## config.mk

```make
export PLATFORM = sky130hd
export DESIGN_NAME = jtag_scan_sequencer
export DESIGN_NICKNAME = d
export VERILOG_FILES = /design/src/rtl/jtag_scan_sequencer.sv
export SDC_FILE = /design/constraint.sdc
export NUM_CORES = 1
export LEC_CHECK = 0
export BUFFER_PORTS_ARGS = -buffer_cell sky130_fd_sc_hd__buf_2
export CORE_MARGIN = 2
export CORE_UTILIZATION = 55
export CTS_BUF_LIST = sky130_fd_sc_hd__clkbuf_16
export CTS_CLUSTER_SIZE = 24
export DETAILED_ROUTE_END_ITERATION = 8
export HOLD_SLACK_MARGIN = 0.06
export PLACE_DENSITY = 0.81
export SETUP_SLACK_MARGIN = 0.2
export SYNTH_ARGS = -nofsm -noshare
export SYNTH_HDL_FRONTEND = slang
export SYNTH_SLANG_ARGS = --single-unit
```

## constraint.sdc

```tcl
create_clock -name tck -period 6.7 [get_ports tck]
set_clock_uncertainty 0.2 [all_clocks]
set_input_delay 0.335 -clock tck [delete_from_list [all_inputs] [get_ports tck]]
set_output_delay 0.335 -clock tck [all_outputs]
set_load 0.03 [all_outputs]
```

## src/rtl/jtag_scan_sequencer.sv

```systemverilog
// Command-driven JTAG master: expands reset/IR/DR/idle commands into TMS/TDI walks and tracks the TAP state.
// Optional feature macro: JTAG_SEQ_TDO_CAPTURE_EN (capture TDO into rsp_data; otherwise rsp_data is 0).
module jtag_scan_sequencer #(
  parameter int unsigned MAX_LEN = 32,
  parameter int unsigned LEN_W   = 6
) (
  input  logic               tck,
  input  logic               reset,
  input  logic               cmd_valid,
  output logic               cmd_ready,
  input  logic [1:0]         cmd_op,
  input  logic [LEN_W-1:0]   cmd_len,
  input  logic [MAX_LEN-1:0] cmd_data,
  output logic               tms,
  output logic               tdi,
  input  logic               tdo,
  output logic               busy,
  output logic               rsp_valid,
  output logic [MAX_LEN-1:0] rsp_data
);

  localparam int unsigned IDX_W = (MAX_LEN > 1) ? $clog2(MAX_LEN) : 1;
  localparam logic [1:0] OP_RESET = 2'b00;
  localparam logic [1:0] OP_IR    = 2'b01;
  localparam logic [1:0] OP_DR    = 2'b10;

  typedef enum logic [3:0] {
    TAP_TLR, TAP_RTI, TAP_SELDR, TAP_CAPDR, TAP_SHDR, TAP_EX1DR, TAP_PADR, TAP_EX2DR,
    TAP_UPDR, TAP_SELIR, TAP_CAPIR, TAP_SHIR, TAP_EX1IR, TAP_PAIR, TAP_EX2IR, TAP_UPIR
  } tap_state_e;

  typedef enum logic [2:0] {S_IDLE, S_PRE, S_HEAD, S_SHIFT, S_TAIL, S_RSP} seq_state_e;

  // IEEE 1149.1 TAP transition graph, used to shadow the target controller
  function automatic tap_state_e tap_next(input tap_state_e s, input logic m);
    case (s)
      TAP_TLR:   return m ? TAP_TLR   : TAP_RTI;
      TAP_RTI:   return m ? TAP_SELDR : TAP_RTI;
      TAP_SELDR: return m ? TAP_SELIR : TAP_CAPDR;
      TAP_CAPDR: return m ? TAP_EX1DR : TAP_SHDR;
      TAP_SHDR:  return m ? TAP_EX1DR : TAP_SHDR;
      TAP_EX1DR: return m ? TAP_UPDR  : TAP_PADR;
      TAP_PADR:  return m ? TAP_EX2DR : TAP_PADR;
      TAP_EX2DR: return m ? TAP_UPDR  : TAP_SHDR;
      TAP_UPDR:  return m ? TAP_SELDR : TAP_RTI;
      TAP_SELIR: return m ? TAP_TLR   : TAP_CAPIR;
      TAP_CAPIR: return m ? TAP_EX1IR : TAP_SHIR;
      TAP_SHIR:  return m ? TAP_EX1IR : TAP_SHIR;
      TAP_EX1IR: return m ? TAP_UPIR  : TAP_PAIR;
      TAP_PAIR:  return m ? TAP_EX2IR : TAP_PAIR;
      TAP_EX2IR: return m ? TAP_UPIR  : TAP_SHIR;
      TAP_UPIR:  return m ? TAP_SELDR : TAP_RTI;
      default:   return TAP_TLR;
    endcase
  endfunction

  seq_state_e         st_q, st_d;
  tap_state_e         shadow_q, shadow_d;
  logic [LEN_W-1:0]   cnt_q, cnt_d, len_q, len_d;
  logic [1:0]         op_q, op_d;
  logic [MAX_LEN-1:0] data_q, data_d;
  logic               tms_q, tms_d, tdi_q, tdi_d;
  logic               busy_q, busy_d, ready_q, ready_d, rsp_valid_q, rsp_valid_d;
  logic               accept_c, cap_en_c, head_tms_c;
  logic [IDX_W-1:0]   cap_idx_c;
  logic [LEN_W-1:0]   len_clamp_c, head_len_c;

  assign accept_c = cmd_valid && ready_q;

  always_comb begin
    len_clamp_c = cmd_len;
    if (cmd_len == '0) begin
      len_clamp_c = LEN_W'(1);
    end else if (cmd_len > LEN_W'(MAX_LEN)) begin
      len_clamp_c = LEN_W'(MAX_LEN);
    end
  end

  // Opening TMS walk from RTI; an idle command is a head of len_q zeros
  always_comb begin
    head_len_c = len_q;
    head_tms_c = 1'b0;
    case (op_q)
      OP_RESET: begin head_len_c = LEN_W'(5); head_tms_c = 1'b1; end
      OP_IR:    begin head_len_c = LEN_W'(4); head_tms_c = (cnt_q < LEN_W'(2)); end
      OP_DR:    begin head_len_c = LEN_W'(3); head_tms_c = (cnt_q == '0); end
      default:  ;
    endcase
  end

  always_comb begin
    st_d        = st_q;
    cnt_d       = cnt_q;
    op_d        = op_q;
    len_d       = len_q;
    data_d      = data_q;
    tms_d       = tms_q;
    tdi_d       = 1'b0;
    busy_d      = busy_q;
    ready_d     = ready_q;
    rsp_valid_d = 1'b0;
    cap_en_c    = 1'b0;
    cap_idx_c   = '0;
    case (st_q)
      S_IDLE: begin
        busy_d = 1'b0;
        if (accept_c) begin
          op_d    = cmd_op;
          len_d   = len_clamp_c;
          data_d  = cmd_data;
          busy_d  = 1'b1;
          ready_d = 1'b0;
          cnt_d   = '0;
          st_d    = (shadow_q == TAP_TLR && cmd_op != OP_RESET) ? S_PRE : S_HEAD;
        end
      end
      S_PRE: begin
        tms_d = 1'b0;
        st_d  = S_HEAD;
      end
      S_HEAD: begin
        tms_d = head_tms_c;
        if (cnt_q == head_len_c - LEN_W'(1)) begin
          cnt_d = '0;
          st_d  = (op_q == OP_IR || op_q == OP_DR) ? S_SHIFT : S_RSP;
        end else begin
          cnt_d = cnt_q + LEN_W'(1);
        end
      end
      S_SHIFT: begin
        tdi_d     = data_q[IDX_W'(cnt_q)];
        // TDO for shift bit i arrives at the edge that launches bit i+1
        cap_en_c  = (cnt_q != '0);
        cap_idx_c = IDX_W'(cnt_q - LEN_W'(1));
        if (cnt_q == len_q - LEN_W'(1)) begin
          tms_d = 1'b1;
          cnt_d = '0;
          st_d  = S_TAIL;
        end else begin
          tms_d = 1'b0;
          cnt_d = cnt_q + LEN_W'(1);
        end
      end
      S_TAIL: begin
        if (cnt_q == '0) begin
          tms_d     = 1'b1;
          cnt_d     = LEN_W'(1);
          cap_en_c  = 1'b1;
          cap_idx_c = IDX_W'(len_q - LEN_W'(1));
        end else begin
          tms_d = 1'b0;
          cnt_d = '0;
          st_d  = S_RSP;
        end
      end
      S_RSP: begin
        rsp_valid_d = 1'b1;
        ready_d     = 1'b1;
        st_d        = S_IDLE;
      end
      default: st_d = S_IDLE;
    endcase
    shadow_d = tap_next(shadow_q, tms_d);
  end

  always_ff @(posedge tck or posedge reset) begin
    if (reset) begin
      st_q        <= S_IDLE;
      shadow_q    <= TAP_TLR;
      cnt_q       <= '0;
      len_q       <= '0;
      op_q        <= OP_RESET;
      data_q      <= '0;
      tms_q       <= 1'b1;
      tdi_q       <= 1'b0;
      busy_q      <= 1'b0;
      ready_q     <= 1'b1;
      rsp_valid_q <= 1'b0;
    end else begin
      st_q        <= st_d;
      shadow_q    <= shadow_d;
      cnt_q       <= cnt_d;
      len_q       <= len_d;
      op_q        <= op_d;
      data_q      <= data_d;
      tms_q       <= tms_d;
      tdi_q       <= tdi_d;
      busy_q      <= busy_d;
      ready_q     <= ready_d;
      rsp_valid_q <= rsp_valid_d;
    end
  end

  assign tms       = tms_q;
  assign tdi       = tdi_q;
  assign busy      = busy_q;
  assign cmd_ready = ready_q;
  assign rsp_valid = rsp_valid_q;

`ifdef JTAG_SEQ_TDO_CAPTURE_EN
  logic [MAX_LEN-1:0] cap_q, cap_d, rsp_data_q, rsp_data_d;

  always_comb begin
    cap_d      = cap_q;
    rsp_data_d = rsp_data_q;
    if (accept_c) begin
      cap_d = '0;
    end else if (cap_en_c) begin
      cap_d[cap_idx_c] = tdo;
    end
    if (st_q == S_RSP) begin
      rsp_data_d = cap_q;
    end
  end

  always_ff @(posedge tck or posedge reset) begin
    if (reset) begin
      cap_q      <= '0;
      rsp_data_q <= '0;
    end else begin
      cap_q      <= cap_d;
      rsp_data_q <= rsp_data_d;
    end
  end

  assign rsp_data = rsp_data_q;
`else
  logic unused_capture;
  assign unused_capture = tdo ^ cap_en_c ^ (^cap_idx_c);
  assign rsp_data       = '0;
`endif

endmodule

```

==> flow_summary.toml <==
[sta]
setup_violations = 0
max_slew_margin = 0.358
timing.fmax_mhz = 303
final.setup.tns_ps = 0
whs_ps = 72.7
final_period_minus_worst_setup_slack_ps = 3300
finalMaxSlewViolations = 0
min_period_over_period = 0.493
rsz0062_at_grt = "false"
report.final.hold_viol_count = 0
worst_pin_slew_ps = 962

[placement]
port_buffers = 47
hpwl_um = 4900
place_inst = 446
gp_congestion = 0.894

[setup_path]
crit_end = "cnt_q[2]"
start_kind = "flop"
r2r_end = "cnt_q[2]"
r2r_cells = 10
slowest_delay_ps = 680
cp_num_cells = 10
cp.required_ps = 6730
reg2reg_from = "op_q[1]"
crit_family = "compound AO/OA/AOI/OAI gates"
crit_fanout = 14
path_buf_inv = 0
startpoint = "op_q[1]"
path_cells = "ha_1 -> nor3_1 -> a21o_1 -> ha_1 -> xnor2_1 -> xnor2_1 -> and3_1 -> a31oi_1 -> a21oi_1 -> a31oi_1"
critPathSlowestCell = "a31oi_1"
critPathKind = "reg -> reg"
worstSetupEndpointType = "flop"
rrSetupSlack_ps = 3400
arrival_ps = 3330

[floorplanning]
start_util = 0.571
rows = 29
die_height_um = 85.4
core_area_um2 = 6390
die_w_um = 85.4
ios = 81
dieArea_um2 = 7300

[clock_tree]
clkSinkCount = 58
cts_tree = "done"
htreeDepth = 3
cts_inserted_buffers = 9
cts_resized = 0
insertion_delay_ps = 330
root_buffer = "clkbuf_16"
clk_path_buf_depth = 2
clk_pin_slew_ps = 50

[layout]
finalNonFillerCells = 495
drive_gt1_frac = 0.292
diodes = 0
area_delta_synth_final_pct = 20.2
nFillCells = 411
fin_nets = 465

[hold_path]
hp-class = "in -> reg"
whs_path_depth = 3

[power_and_ir_drop]
internal_power_uw = 694
power.switching_uw = 200
clkPwrFrac = 0.538
p_comb_frac = 0.070
sequentialPowerShare = 0.392
irDropWorstVdd_uv = 242
swShare = 0.223
p_per_area_nw_per_um2 = 204
p_leak_uw = 0.00208

[grt]
grt.overflow.total = 0
grt_max_degree = 59
grt_pass1_wl_um = 15000
antenna_found_initial = 0
grt_pass1_vias = 2975
grtUsageTotal = 0.265

[yosys]
synth_edf_count = 0
synth_most_common_cell = "dfrtp_1"
ys_ff_latch = 58
synth-async-reset-ratio = 1.00
synthTopCellsByCount = "dfrtp_1, mux2_2, buf_4"
synth_warnings = 0
synth_area_leaders = "dfrtp_1, mux2_2, buf_4"
synth_ff_type = "dfrtp_1"
synth_cell_type_count = 64
avgSynthCellArea_um2 = 10.7
syn_inst = 341
synth.top_cell.area_share = 0.384
yosysTopAreaCell = "dfrtp_1"
synth-seq-area-share = 0.399
syn_area_um2 = 3650

[route]
drc = 0
routed_wl_um = 9070
dr_total_vias = 2963
first_pass_iters = 4
ant_nets = 0
wl_per_cell_um = 18.3
avgViaCountPerCell = 5.99
drt_iter0_drc = 225

[run]
drv_cap = 0

[run_status]
status = "complete, no violations"
==> metrics by stage <==
stage / utilization / power, uW / setup WS, ps / area (um^2)
after floorplan: - / 401 / 4140 / 3760
after global placement: 0.586 / 401 / 3670 / 3740
after detailed placement: 0.586 / 402 / 3540 / 3740
after CTS: 0.687 / 892 / 3490 / 4380
after global routing: 0.687 / 918 / 3210 / 4380
final: 0.687 / 894 / 3400 / 4380
==> cell families after synthesis <==
family | after synthesis | share of synthesized area
and+or+nand+nor | 85 | 0.129
adders and majority gates | 8 | 0.0275
muxes | 47 | 0.175
DFF | 58 | 0.399
other | 1 | 0.00103
xor gates and xnor gates | 15 | 0.0381
AOI/OAI and AO/OA | 64 | 0.119
buffers and inverters | 63 | 0.111
==> per-layer routing <==
metal  global-route usage  routed length, um  vias to the layer above
met5                    0                  0                        -
met4                0.110                239                        0
met3               0.0506                577                       34
met2                0.460               4820                      170
met1                0.322               3430                     1460
li1                     -                  -                     1299
==> state kept, by name, summed over array words and instances, names as in the netlist, 2 cells and up <==
| register | flops |
|---|---|
| data_q | 32 |
| cnt_q | 6 |
| len_q | 6 |
| shadow_q | 4 |
| st_q | 3 |
| op_q | 2 |
==> placed cells by master (no fill, tap or decap), types with 11 or more instances in the layout <==
cell type	synthesis	final
dfrtp_1	56	56
buf_2	6	47
mux2_2	35	35
dlygate4sd3_1	0	33
conb_1	1	32
nand2_1	24	24
o21ai_0	13	13
nor2_1	12	12
inv_1	11	11
xnor2_1	11	11
==> how the worst min path moves through the flow <==
| stage | from | end | slack (ps) |
|---|---|---|---|
| after CTS | cmd_data[5] | data_q[5] | 60 |
| after floorplan | cmd_len[5] | len_q[0] | 230 |
| after global placement | data_q[9] | data_q[9] | 280 |
| after detailed placement | data_q[21] | data_q[21] | 290 |
| final | cmd_len[3] | len_q[3] | 70 |
| after global routing | cmd_data[5] | data_q[5] | 70 |
==> layout make-up <==
type / count / area, um^2 / share of cell area
Clock inverter: 7 / 85.1 / 0.0194
Inverter: 12 / 46.3 / 0.0106
Sequential cell: 58 / 1450 / 0.332
Tap cell: 77 / 96.3 / 0.0220
Clock buffer: 9 / 225 / 0.0514
Multi-Input combinational cell: 251 / 1900 / 0.434
Timing Repair Buffer: 81 / 573 / 0.131
==> power by group through the flow <==
stage	sequential [uW]	combinational (uW)	clock [uW]
after floorplan	357	44.5	0
final	351	62.2	481
after global placement	357	44.8	0
after detailed placement	357	45.4	0
after global routing	350	67.2	500
after CTS	351	59.9	481
==> worst register-to-register path, delay by kind of cell (launching register included) <==
kind                     cells  cell delay, ps
AO/OA/AOI/OAI                4            1320
XOR/XNOR                     2             300
AND/OR/NAND/NOR              2             280
flip-flops                   1             420
adder cells (fa/ha/maj)      2             690
==> repair_timing <==
action,in CTS,in global routing
hold endpoints to repair,88,0
hold buffers,33,0
setup buffers,0,0
Power figures use the tool's default switching activity.
